==> config.mk <==
export PLATFORM = sky130hd
export DESIGN_NAME = rcb_led_arbiter
export DESIGN_NICKNAME = d
export VERILOG_FILES = /design/src/rtl/rcb_led_pkg.sv /design/src/rtl/rcb_tick_gen.sv /design/src/rtl/rcb_led_arbiter.sv
export SDC_FILE = /design/constraint.sdc
export NUM_CORES = 1
export LEC_CHECK = 0
export BUFFER_PORTS_ARGS = -buffer_cell sky130_fd_sc_hd__buf_4
export CAP_MARGIN = 20
export CORE_MARGIN = 3
export CORE_UTILIZATION = 54
export DETAILED_ROUTE_END_ITERATION = 6
export PLACE_DENSITY = 0.8
export SETUP_SLACK_MARGIN = 0.1
export SYNTH_ARGS = -nofsm -noshare
export SYNTH_HDL_FRONTEND = slang
export SYNTH_SLANG_ARGS = --single-unit
==> constraint.sdc <==
create_clock -name clk_100m -period 3.1 [get_ports clk_100m]
set_input_delay 0.62 -clock clk_100m [delete_from_list [all_inputs] [get_ports clk_100m]]
set_output_delay 0.62 -clock clk_100m [all_outputs]
set_load 0.01 [all_outputs]
==> src/rtl/rcb_led_pkg.sv <==
// Shared encodings and helpers for the RCB status LED arbiter.
package rcb_led_pkg;

    localparam logic [1:0] PAT_OFF  = 2'b00;
    localparam logic [1:0] PAT_ON   = 2'b01;
    localparam logic [1:0] PAT_SLOW = 2'b10;
    localparam logic [1:0] PAT_FAST = 2'b11;

    localparam int SLOW_BIT = 8;
    localparam int FAST_BIT = 6;

    typedef enum logic {
        IDLE = 1'b0,
        SHOW = 1'b1
    } led_state_e;

    // Phase 0 is always the on half of a blink, so each grant opens lit.
    function automatic logic pat_led(input logic [1:0] pat, input logic [9:0] phase);
        case (pat)
            PAT_OFF:  return 1'b0;
            PAT_ON:   return 1'b1;
            PAT_SLOW: return ~phase[SLOW_BIT];
            default:  return ~phase[FAST_BIT];
        endcase
    endfunction

endpackage

==> src/rtl/rcb_tick_gen.sv <==
// Shared prescaler: tick is high for one cycle every TICK_DIV cycles.
module rcb_tick_gen #(
    parameter int TICK_DIV = 100000
) (
    input  logic clk_100m,
    input  logic rst,
    input  logic clr,
    output logic tick
);

    localparam int PW = $clog2(TICK_DIV);
    localparam logic [PW-1:0] LAST = PW'(TICK_DIV - 1);

    logic [PW-1:0] cnt;

    always_ff @(posedge clk_100m or posedge rst) begin
        if (rst) begin
            cnt <= '0;
        end else if (clr || cnt == LAST) begin
            cnt <= '0;
        end else begin
            cnt <= cnt + 1'b1;
        end
    end

    assign tick = (cnt == LAST);

endmodule

==> src/rtl/rcb_led_arbiter.sv <==
// Fixed-priority owner selection for the board status LED with a minimum
// display time per grant; drives the LED from the latched owner pattern.
module rcb_led_arbiter
    import rcb_led_pkg::*;
#(
    parameter int N_REQ      = 4,
    parameter int TICK_DIV   = 100000,
    parameter int HOLD_TICKS = 500
) (
    input  logic                 clk_100m,
    input  logic                 rst,
    input  logic [N_REQ-1:0]     req,
    input  logic [2*N_REQ-1:0]   pattern,
    output logic [N_REQ-1:0]     grant,
    output logic                 busy,
    output logic                 led,
    output led_state_e           state
);

    localparam int IW = (N_REQ > 1) ? $clog2(N_REQ) : 1;
    localparam int HW = $clog2(HOLD_TICKS + 1);
    localparam logic [HW-1:0] HOLD_MAX = HW'(HOLD_TICKS);

    logic [IW-1:0] own_idx;
    logic [1:0]    cur_pat;
    logic [HW-1:0] hold_cnt;
    logic [9:0]    phase_cnt;
    logic [9:0]    phase_next;

    logic          tick;
    logic          hold_done;
    logic          any_req;
    logic [IW-1:0] win_idx;
    logic [1:0]    win_pat;
    logic          take;
    logic          drop;

    always_comb begin
        win_idx = '0;
        for (int i = N_REQ - 1; i >= 0; i--) begin
            if (req[i]) win_idx = IW'(i);
        end
    end

    assign any_req    = |req;
    assign win_pat    = pattern[2*win_idx +: 2];
    assign hold_done  = (hold_cnt == HOLD_MAX);
    assign phase_next = phase_cnt + {9'd0, tick};

    // Once held long enough, the priority winner is the rightful owner; a new
    // winner or a new pattern from the same owner both restart the display.
    assign take = ((state == IDLE) && any_req) ||
                  ((state == SHOW) && hold_done && any_req &&
                   ((win_idx != own_idx) || (win_pat != cur_pat)));
    assign drop = (state == SHOW) && hold_done && !any_req;

    rcb_tick_gen #(.TICK_DIV(TICK_DIV)) u_tick_gen (
        .clk_100m (clk_100m),
        .rst      (rst),
        .clr      ((state == IDLE) || take),
        .tick     (tick)
    );

    always_ff @(posedge clk_100m or posedge rst) begin
        if (rst) begin
            state     <= IDLE;
            grant     <= '0;
            busy      <= 1'b0;
            led       <= 1'b0;
            own_idx   <= '0;
            cur_pat   <= PAT_OFF;
            hold_cnt  <= '0;
            phase_cnt <= '0;
        end else if (take) begin
            state     <= SHOW;
            grant     <= N_REQ'(1) << win_idx;
            busy      <= 1'b1;
            led       <= pat_led(win_pat, 10'd0);
            own_idx   <= win_idx;
            cur_pat   <= win_pat;
            hold_cnt  <= '0;
            phase_cnt <= '0;
        end else if ((state == SHOW) && !drop) begin
            phase_cnt <= phase_next;
            led       <= pat_led(cur_pat, phase_next);
            if (tick && !hold_done) hold_cnt <= hold_cnt + 1'b1;
        end else begin
            state     <= IDLE;
            grant     <= '0;
            busy      <= 1'b0;
            led       <= 1'b0;
            hold_cnt  <= '0;
            phase_cnt <= '0;
        end
    end

endmodule

# == Word-level counts from Yosys, hierarchy flattened ==
# Index checks and enable logic that the tools add are counted.
# totals
regBits,46
in_bits,14
word_cells,59
# op_classes
add_sub_neg,3
n_eq_ne,8
shift,2
muxes,18
bitwise_logic,3
reduce_logical,17
# op_table
cell,count
$mux W9,3
$mux W10,2
$add A17 B1 Y17 const B,1
$eq A17 B17 Y1 const B,1
$mux W17,1
$add A10 B1 Y10,1
$add A9 B1 Y9 const B,1
$eq A9 B9 Y1 const B,1
$mux W2,4
$mux W4,2
$shiftx A8 B4 Y2,1
$logic_and A1 B1 Y1,7
$mux W1,5
$logic_not A2 Y1,2
$logic_or A1 B1 Y1,4
$ne A2 B2 Y1,2
$reduce_or A4 Y1,1
$shl A1 B2 Y4 const A,1
$logic_not A1 Y1,3
$ne A3 B2 Y1 const B,1
$not A1 Y1,3
$pmux W1 S3,1
$eq A2 B1 Y1 const B,1
$eq A2 B2 Y1 const B,1
$ne A2 B2 Y1 const B,1

# == Longest topological paths before layout ==
# Gate-level depths: netlist of the first run.
# depth
word_depth,12
ltp_mapped,14
depth_no_buf,13

# == Modules after synthesis ==
# A second synthesis of the first run with hierarchy kept.
# hier_totals
cells_unflattened,265
hier_area_um2,2537.4
# by_module_without_submodules
mod,instances,cells_each,area_per_inst_um2,seq_area_each_um2
rcb_led_arbiter,1,175,1660.3,700.7
rcb_tick_gen,1,90,877.1,425.4

# == Worst setup path before layout of the first run ==
# Ideal clock, no wire load.
# synth_path
path_kind,flip-flop to flip-flop
start,reg u_tick_gen.cnt[0]
end,reg led
setup_ns,0.069
arrival_time_ns,3.170
required_ns,3.031
slack_ns,-0.139
path_stages_with_launch,15
path_buffers,1
synth_period_minus_slack_ns,3.239
cell_sequence,dfrtp_1 -> ha_1 -> and4_1 -> nand2_1 -> or2_2 -> clkbuf_1 -> inv_1 -> ha_1 -> ha_1 -> nand2_1 -> o31a_1 -> a2111oi_0 -> a31oi_1 -> or4_1 -> nand3_1
# synth_between
elab_chain_cells,6
word_cells_on_any_way,7
classes_between,1 x add/sub; 1 x eq/ne; 3 x mux; 2 x bitwise
# synth_rtl
element,line_no,source
"start, declared",rcb_tick_gen.sv:14,logic [PW-1:0] cnt;
"start signal, assigned",rcb_tick_gen.sv:22,cnt <= cnt + 1'b1;
$eq A17 B17 Y1 (*),rcb_tick_gen.sv:26,assign tick = (cnt == LAST);
$add A10 B1 Y10 (*),rcb_led_arbiter.sv:48,"assign phase_next = phase_cnt + {9'd0, tick};"
$not A1 Y1 (on tied branches),"rcb_led_pkg.sv:23, rcb_led_pkg.sv:22",
$pmux W1 S3 (*),rcb_led_pkg.sv:19,case (pat)
$mux W1 (*),rcb_led_arbiter.sv:83,end else if ((state == SHOW) && !drop) begin
$mux W1 (*),rcb_led_arbiter.sv:74,end else if (take) begin
"end signal, assigned",rcb_led_arbiter.sv:78,"led <= pat_led(win_pat, 10'd0);"
"end signal, assigned",rcb_led_arbiter.sv:85,"led <= pat_led(cur_pat, phase_next);"
"end, declared",rcb_led_arbiter.sv:16,"output logic led,"
# Mark *: on every way between the ends. The rest lies on a longest branch, timed or not.
# A chain may end at the register's enable or synchronous reset.

# == Worst setup path after layout of the first run ==
# layout_path
start,reg u_tick_gen.cnt[5]
end,reg led
# Same word-level chain as after synthesis.

==> results of run 1 <==
worst max-delay path by stage:
stage	cells past startpoint	to	slack [ps]
finish	12	led	340
floorplan	14	led	100
CTS	12	led	110
detailed placement	13	led	80
global route	12	led	200
global placement	13	led	180
power breakdown:
group | switching, mW | internal (mW) | leakage (nW) | total [mW]
registers | 0.0203 | 0.609 | 0.537 | 0.630
logic | 0.0965 | 0.0728 | 0.829 | 0.169
clock network | 0.216 | 0.181 | 0.0512 | 0.397
cells by family after synthesis:
family | after synthesis
fa+ha+maj | 5
simple gates | 174
mux | 3
buf+inv | 26
flops | 45
xor+xnor | 28
compound gates | 43
cell type report:
type                    instances  area, µm²
multi-input cells             253       1690
fillers                       419       1640
flip-flops and latches         45       1130
repair buffers                 36        270
well taps                      67       83.8
clock buffers                   6       82.6
inverters                       8       30.0
clock inverters                 2       13.8
flip-flops by register name, indices dropped and copies added, names as in the netlist:
name / count
hold_cnt: 9
own_idx: 2
u_tick_gen.cnt: 17
state: 1
phase_cnt: 9
cur_pat: 2
grant: 4
led: 1
cells in the final DEF (no fill, tap or decap), types with 3 or more instances in the layout:
cell type	instances
dfrtp_1	44
nand2_1	42
nor2_1	39
buf_4	36
nand3_1	20
xor2_1	15
nor3_1	14
xnor2_1	13
o21ai_0	9
nor4_1	8
inv_1	6
clkbuf_8	6
a31oi_1	5
nor3b_1	5
nand4_1	5
nor3_2	5
or4_1	4
o211ai_1	4
nor2b_1	3
nand2b_1	3
and2_1	3
ha_4	3
metal layers:
| layer | vias up | GRT usage (%) | share of wire [%] |
|---|---|---|---|
| met2 | 42 | 35.7 | 49 |
| met3 | 8 | 3.29 | 3.1 |
| met5 | - | 0 | 0 |
| met1 | 1179 | 28.1 | 46 |
| li1 | 1194 | - | - |
| met4 | 0 | 7.22 | 1.3 |
through the flow:
step	utilization (%)	area, µm²	power [mW]	setup slack [ps]	hold WS [ps]
global placement	62.9	3110	0.801	178	482
floorplan	-	2930	0.760	103	463
detailed placement	62.9	3110	0.807	84.0	491
CTS	65.3	3230	1.20	106	398
global route	66.8	3300	1.24	201	422
finish	66.8	3300	1.20	345	380
critical path: cells and delay by family (launching register included):
family | cells | cell delay [ps]
and+or+nand+nor | 6 | 1330
buffers and inverters | 1 | 80
adders and majority gates | 2 | 290
AOI/OAI and AO/OA | 3 | 560
DFF | 1 | 440
what timing repair did:
| item | 4_1_cts | 5_1_grt |
|---|---|---|
| pin swaps | 2 | 4 |
| gates resized for setup | 1 | 5 |
| buffers inserted | 2 | 6 |
| setup endpoints to repair | 1 | 1 |
==> impl_metrics.csv, run 1 <==
group,metric,value,unit
final_layout,final_cells,417,
setup_path,slowest_stage,"or4_1",
placement,dpl.cell_count,401,
routing,vias,2423,
setup_path,critical_path.cell_chain,"nor4bb_2 > nand3_1 > or2_4 > inv_2 > ha_4 > ha_4 > nand2_2 > o31a_1 > a2111oi_4 > a31oi_1 > or4_1 > nand3_1",
die,initial_utilization,58.4,%
timing,finClkSkew,8.11,ps
yosys,synth.top_cell.area_share,39.0,%
timing,maxSlewViolCount,0,
worst_hold_path,hold_class,"primary input to asynchronous set/reset pin",
die,die_w,79.1,µm
final_layout,drive_gt1_share,20.9,%
yosys,synth.net_count,343,
power,vdd_ir_drop_max,0.209,mV
setup_path,crit_required,3340,ps
setup_path,startpoint_type,"register",
yosys,synth.avg_cell_area,8.91,µm²
yosys,synth-simple-area-share,31.3,%
cts,clk_pin_slew_worst_paths,90,ps
yosys,ys_top_cells_by_count,"dfrtp_1 (45), nand2_1 (44), nor2_1 (39)",
yosys,ys.flop_type,"dfrtp_1",
grt,grt_pass1_wl,10900,µm
setup_path,reg2regPathDepth,12,
timing,tns,0,ps
yosys,synth_mux_area_share,1.08,%
die,rows,25,
placement,io_buffers,20,
setup_path,cp-startpoint,"u_tick_gen.cnt[5]",
routing,drc_errors,0,
placement,dp_hpwl,4400,µm
power,leakagePower,1.42,nW
yosys,synth_compound_area_share,12.7,%
routing,avgViaCountPerCell,5.81,
timing,tightest_slew,1060,ps
timing,slew-limit-headroom,29.1,%
grt,grt.overflow.total,0,
run_status,outcome,"complete, no violations",
yosys,synthTopCellsByArea,"dfrtp_1 (39%), nand2_1 (5.7%), nor2_1 (5.1%), xor2_1 (4.6%), xnor2_1 (3.9%)",
yosys,yosysMostFrequentCell,"dfrtp_1",
routing,ant_nets,0,
cts,numCtsBuffers,5,
yosys,yosys_warnings,0,
yosys,synthArstFlopShare,100,%
final_layout,antenna_cells,0,
job,max_cap_viol_count,0,
timing,final-hold-violation-count,0,
yosys,synth-edff-count,0,
routing,wire_per_inst,15.2,µm
yosys,synth_area,2890,µm²
die,boundaryPins,21,
cts,clock_latency,300,ps
setup_path,path_class,"register to register",
yosys,syn_inst,324,
yosys,synth_top_family_by_area,"simple AND/OR/NAND/NOR gates",
final_layout,syn_to_final_growth,14.4,%
grt,grt_max_degree,35,
yosys,synth-seq-cells,45,
setup_path,arrival,3000,ps
setup_path,max_stage_delay,490,ps
cts,cts_sinks,45,
cts,cts_tree,"done",
cts,holdBufCountCts,0,
die,core,4940,µm²
setup_path,end_kind,"register",
routing,wl,6340,µm
setup_path,ff2ff_setup_slack,340,ps
die,die_area,6260,µm²
routing,first_iter_violations,151,
yosys,synth-adder-area-share,2.17,%
setup_path,cp_max_fo,5,
yosys,synth_largest_area_cell,"dfrtp_1",
final_layout,final_net_count,368,
setup_path,reg2reg_to,"led",
timing,fin_crit,2760,ps
placement,gp_congestion,0.860,
die,fp.dieH,79.1,µm
yosys,synth_xor_xnor_area_share,8.50,%
grt,grt_antenna_before_repair,0,
timing,grt_setup_unrepaired,"no",
grt,grt_usage,21.3,%
cts,root_buffer,"clkbuf_8",
setup_path,r2r-start,"u_tick_gen.cnt[5]",
grt,grt_pass1_vias,2390,
power,powerDensity,362,nW/µm²
timing,finalCritPeriodShare,88.9,%
routing,drtPass1Iterations,4,
yosys,yosys.cell_types.count,61,
timing,setup_viol,0,
cts,clk_path_buf_depth,2,
timing,clock.fmax,363,MHz
cts,htreeDepth,2,
yosys,ys_seq_area_share,39.0,%
Note: power is estimated with default switching activity, not from simulation.
==> run 2: changes to the inputs <==
PLACE_DENSITY = 0.75   (was 0.8)
==> run 2 against run 1 <==
  * Clock power rose by 16%
  * Die area is the same
  * Sequential power hardly changed
  * Critical path type unchanged
  * Critical endpoint unchanged
  * Largest cell class unchanged
==> impl_metrics.csv, run 2 (synthesis results as in run 1) <==
group,metric,value,unit
worst_hold_path,hold_class,"primary input to asynchronous set/reset pin",
routing,avgViaCountPerCell,5.86,
final_layout,mostFrequentLayoutCells,"dfrtp_1 (45), nand2_1 (42), nor2_1 (39)",
routing,ant_nets,0,
cts,holdBufCountCts,0,
timing,setup_viol,0,
power,sw_frac_of_total,24.8,%
setup_path,max_stage_delay,480,ps
routing,drtPass1Iterations,4,
power,clkPwrFrac,36.6,%
timing,grt_setup_unrepaired,"no",
setup_path,path_class,"register to register",
power,leakagePower,1.41,nW
placement,io_buffers,20,
routing,vias,2420,
routing,wire_per_inst,15.0,µm
die,die_area,6260,µm²
final_layout,top_regs,"u_tick_gen.cnt: 17 flops, hold_cnt: 9 flops, phase_cnt: 9 flops",
cts,cts_tree,"done",
final_layout,drive_gt1_share,19.1,%
setup_path,reg2regPathDepth,12,
timing,finClkSkew,9.71,ps
timing,tightest_slew,756,ps
run_status,outcome,"complete, no violations",
power,p_seq_share,50.1,%
setup_path,ff2ff_setup_slack,170,ps
cts,htreeDepth,2,
final_layout,regMostFlops,"u_tick_gen.cnt",
final_layout,final_net_count,364,
final_layout,largest_register_ffs,17,
grt,grt_max_degree,26,
job,max_cap_viol_count,0,
routing,wl,6200,µm
timing,maxSlewViolCount,0,
grt,grt.overflow.total,0,
setup_path,arrival,3160,ps
final_layout,fillers,449,
grt,grt_antenna_before_repair,0,
cts,clock_latency,300,ps
grt,grt_pass1_vias,2432,
setup_path,crit_required,3330,ps
die,boundaryPins,21,
power,power_frac_comb,13.2,%
die,die_w,79.1,µm
die,initial_utilization,58.4,%
grt,grt_pass1_wl,10900,µm
power,p_int,0.944,mW
die,fp.dieH,79.1,µm
timing,slew-limit-headroom,49.6,%
setup_path,r2r-start,"u_tick_gen.cnt[5]",
setup_path,end_kind,"register",
setup_path,slowest_stage,"or4_1",
setup_path,worstSetupEndpoint,"led",
setup_path,cp-startpoint,"u_tick_gen.cnt[5]",
timing,setup_slack,167,ps
timing,fin_hold_ws,228,ps
die,rows,25,
power,powerDensity,384,nW/µm²
cts,root_buffer,"clkbuf_8",
routing,first_iter_violations,158,
cts,numCtsBuffers,5,
placement,dp_hpwl,4480,µm
timing,clock.fmax,341,MHz
cts,cts_sinks,45,
timing,final-hold-violation-count,0,
timing,finalCritPeriodShare,94.6,%
setup_path,cp_max_fo,5,
grt,grt_usage,21.7,%
die,core,4940,µm²
placement,gp_congestion,0.867,
setup_path,reg2reg_to,"led",
final_layout,layout_commonest_cell,"dfrtp_1",
final_layout,seq_area,1130,µm²
cts,clk_path_buf_depth,2,
power,switchingPower,0.312,mW
timing,tns,0,ps
placement,dpl_worst_slack,102,ps
final_layout,multi_input_area,1680,µm²
final_layout,antenna_cells,0,
cts,clk_pin_slew_worst_paths,90,ps
routing,drc_errors,0,
setup_path,critical_path.cell_chain,"nor4bb_2 > nand3_1 > or2_4 > inv_2 > ha_4 > ha_4 > nand2_2 > o31a_1 > a2111oi_2 > a31oi_1 > or4_1 > nand3_1",
power,vdd_ir_drop_max,0.260,mV
setup_path,startpoint_type,"register",
timing,fin_crit,2930,ps
final_layout,syn_to_final_growth,13.4,%
==> run 2: layer usage <==
layer  global-route usage [%]  vias to the layer above  routed length (µm)
met5                        0                        -                   0
met4                     6.01                        0                  68
met3                     3.74                        5                 204
met2                     37.3                       51                3080
met1                     28.1                     1176                2850
li1                         -                     1188                   -
==> run 2: worst max-delay path, delay by kind of cell, from the launching register on <==
| family | cells | cell delay (ps) |
|---|---|---|
| buf+inv | 1 | 80 |
| fa+ha+maj | 2 | 290 |
| flops | 1 | 420 |
| simple gates | 6 | 1390 |
| compound gates | 3 | 690 |
==> run 2: through the flow <==
stage,util [%],instance area [µm²],instances,power (mW)
finish,66.2,3270,413,1.26
global route,66.2,3270,413,1.31
CTS,65.4,3230,410,1.27
detailed placement,62.9,3110,401,0.807
global placement,62.9,3110,401,0.802
floorplan,-,2930,324,0.760
==> run 2: layout make-up <==
cell class	count	share of cell area, %
Inverter	8	0.918
Clock inverter	1	0.918
Timing Repair Buffer	32	7.34
Sequential cell	45	34.4
Clock buffer	7	2.64
Multi-Input combinational cell	253	51.2
Tap cell	67	2.56
==> run 2: worst min-delay path by stage <==
stage                      start  cells past startpoint           endpoint
2_1_floorplan  u_tick_gen.cnt[0]                      1  u_tick_gen.cnt[0]
3_3_place_gp   u_tick_gen.cnt[0]                      1  u_tick_gen.cnt[0]
3_5_place_dp   u_tick_gen.cnt[0]                      1  u_tick_gen.cnt[0]
4_1_cts                      rst                      2         cur_pat[0]
5_1_grt                      rst                      2         cur_pat[0]
6_report                     rst                      2         cur_pat[0]
==> run 2: power groups by stage <==
stage	logic [mW]	clock network (mW)	registers, mW
finish	0.166	0.460	0.629
global route	0.188	0.493	0.633
CTS	0.166	0.471	0.630
detailed placement	0.166	0	0.641
global placement	0.162	0	0.640
floorplan	0.120	0	0.640
==> run 2: what timing repair did <==
item,4_1_cts,5_1_grt
pin swaps,1,5
hold endpoints to repair,0,0
gates resized for setup,0,3
buffers inserted,1,3
endpoints found under the setup margin,1,1
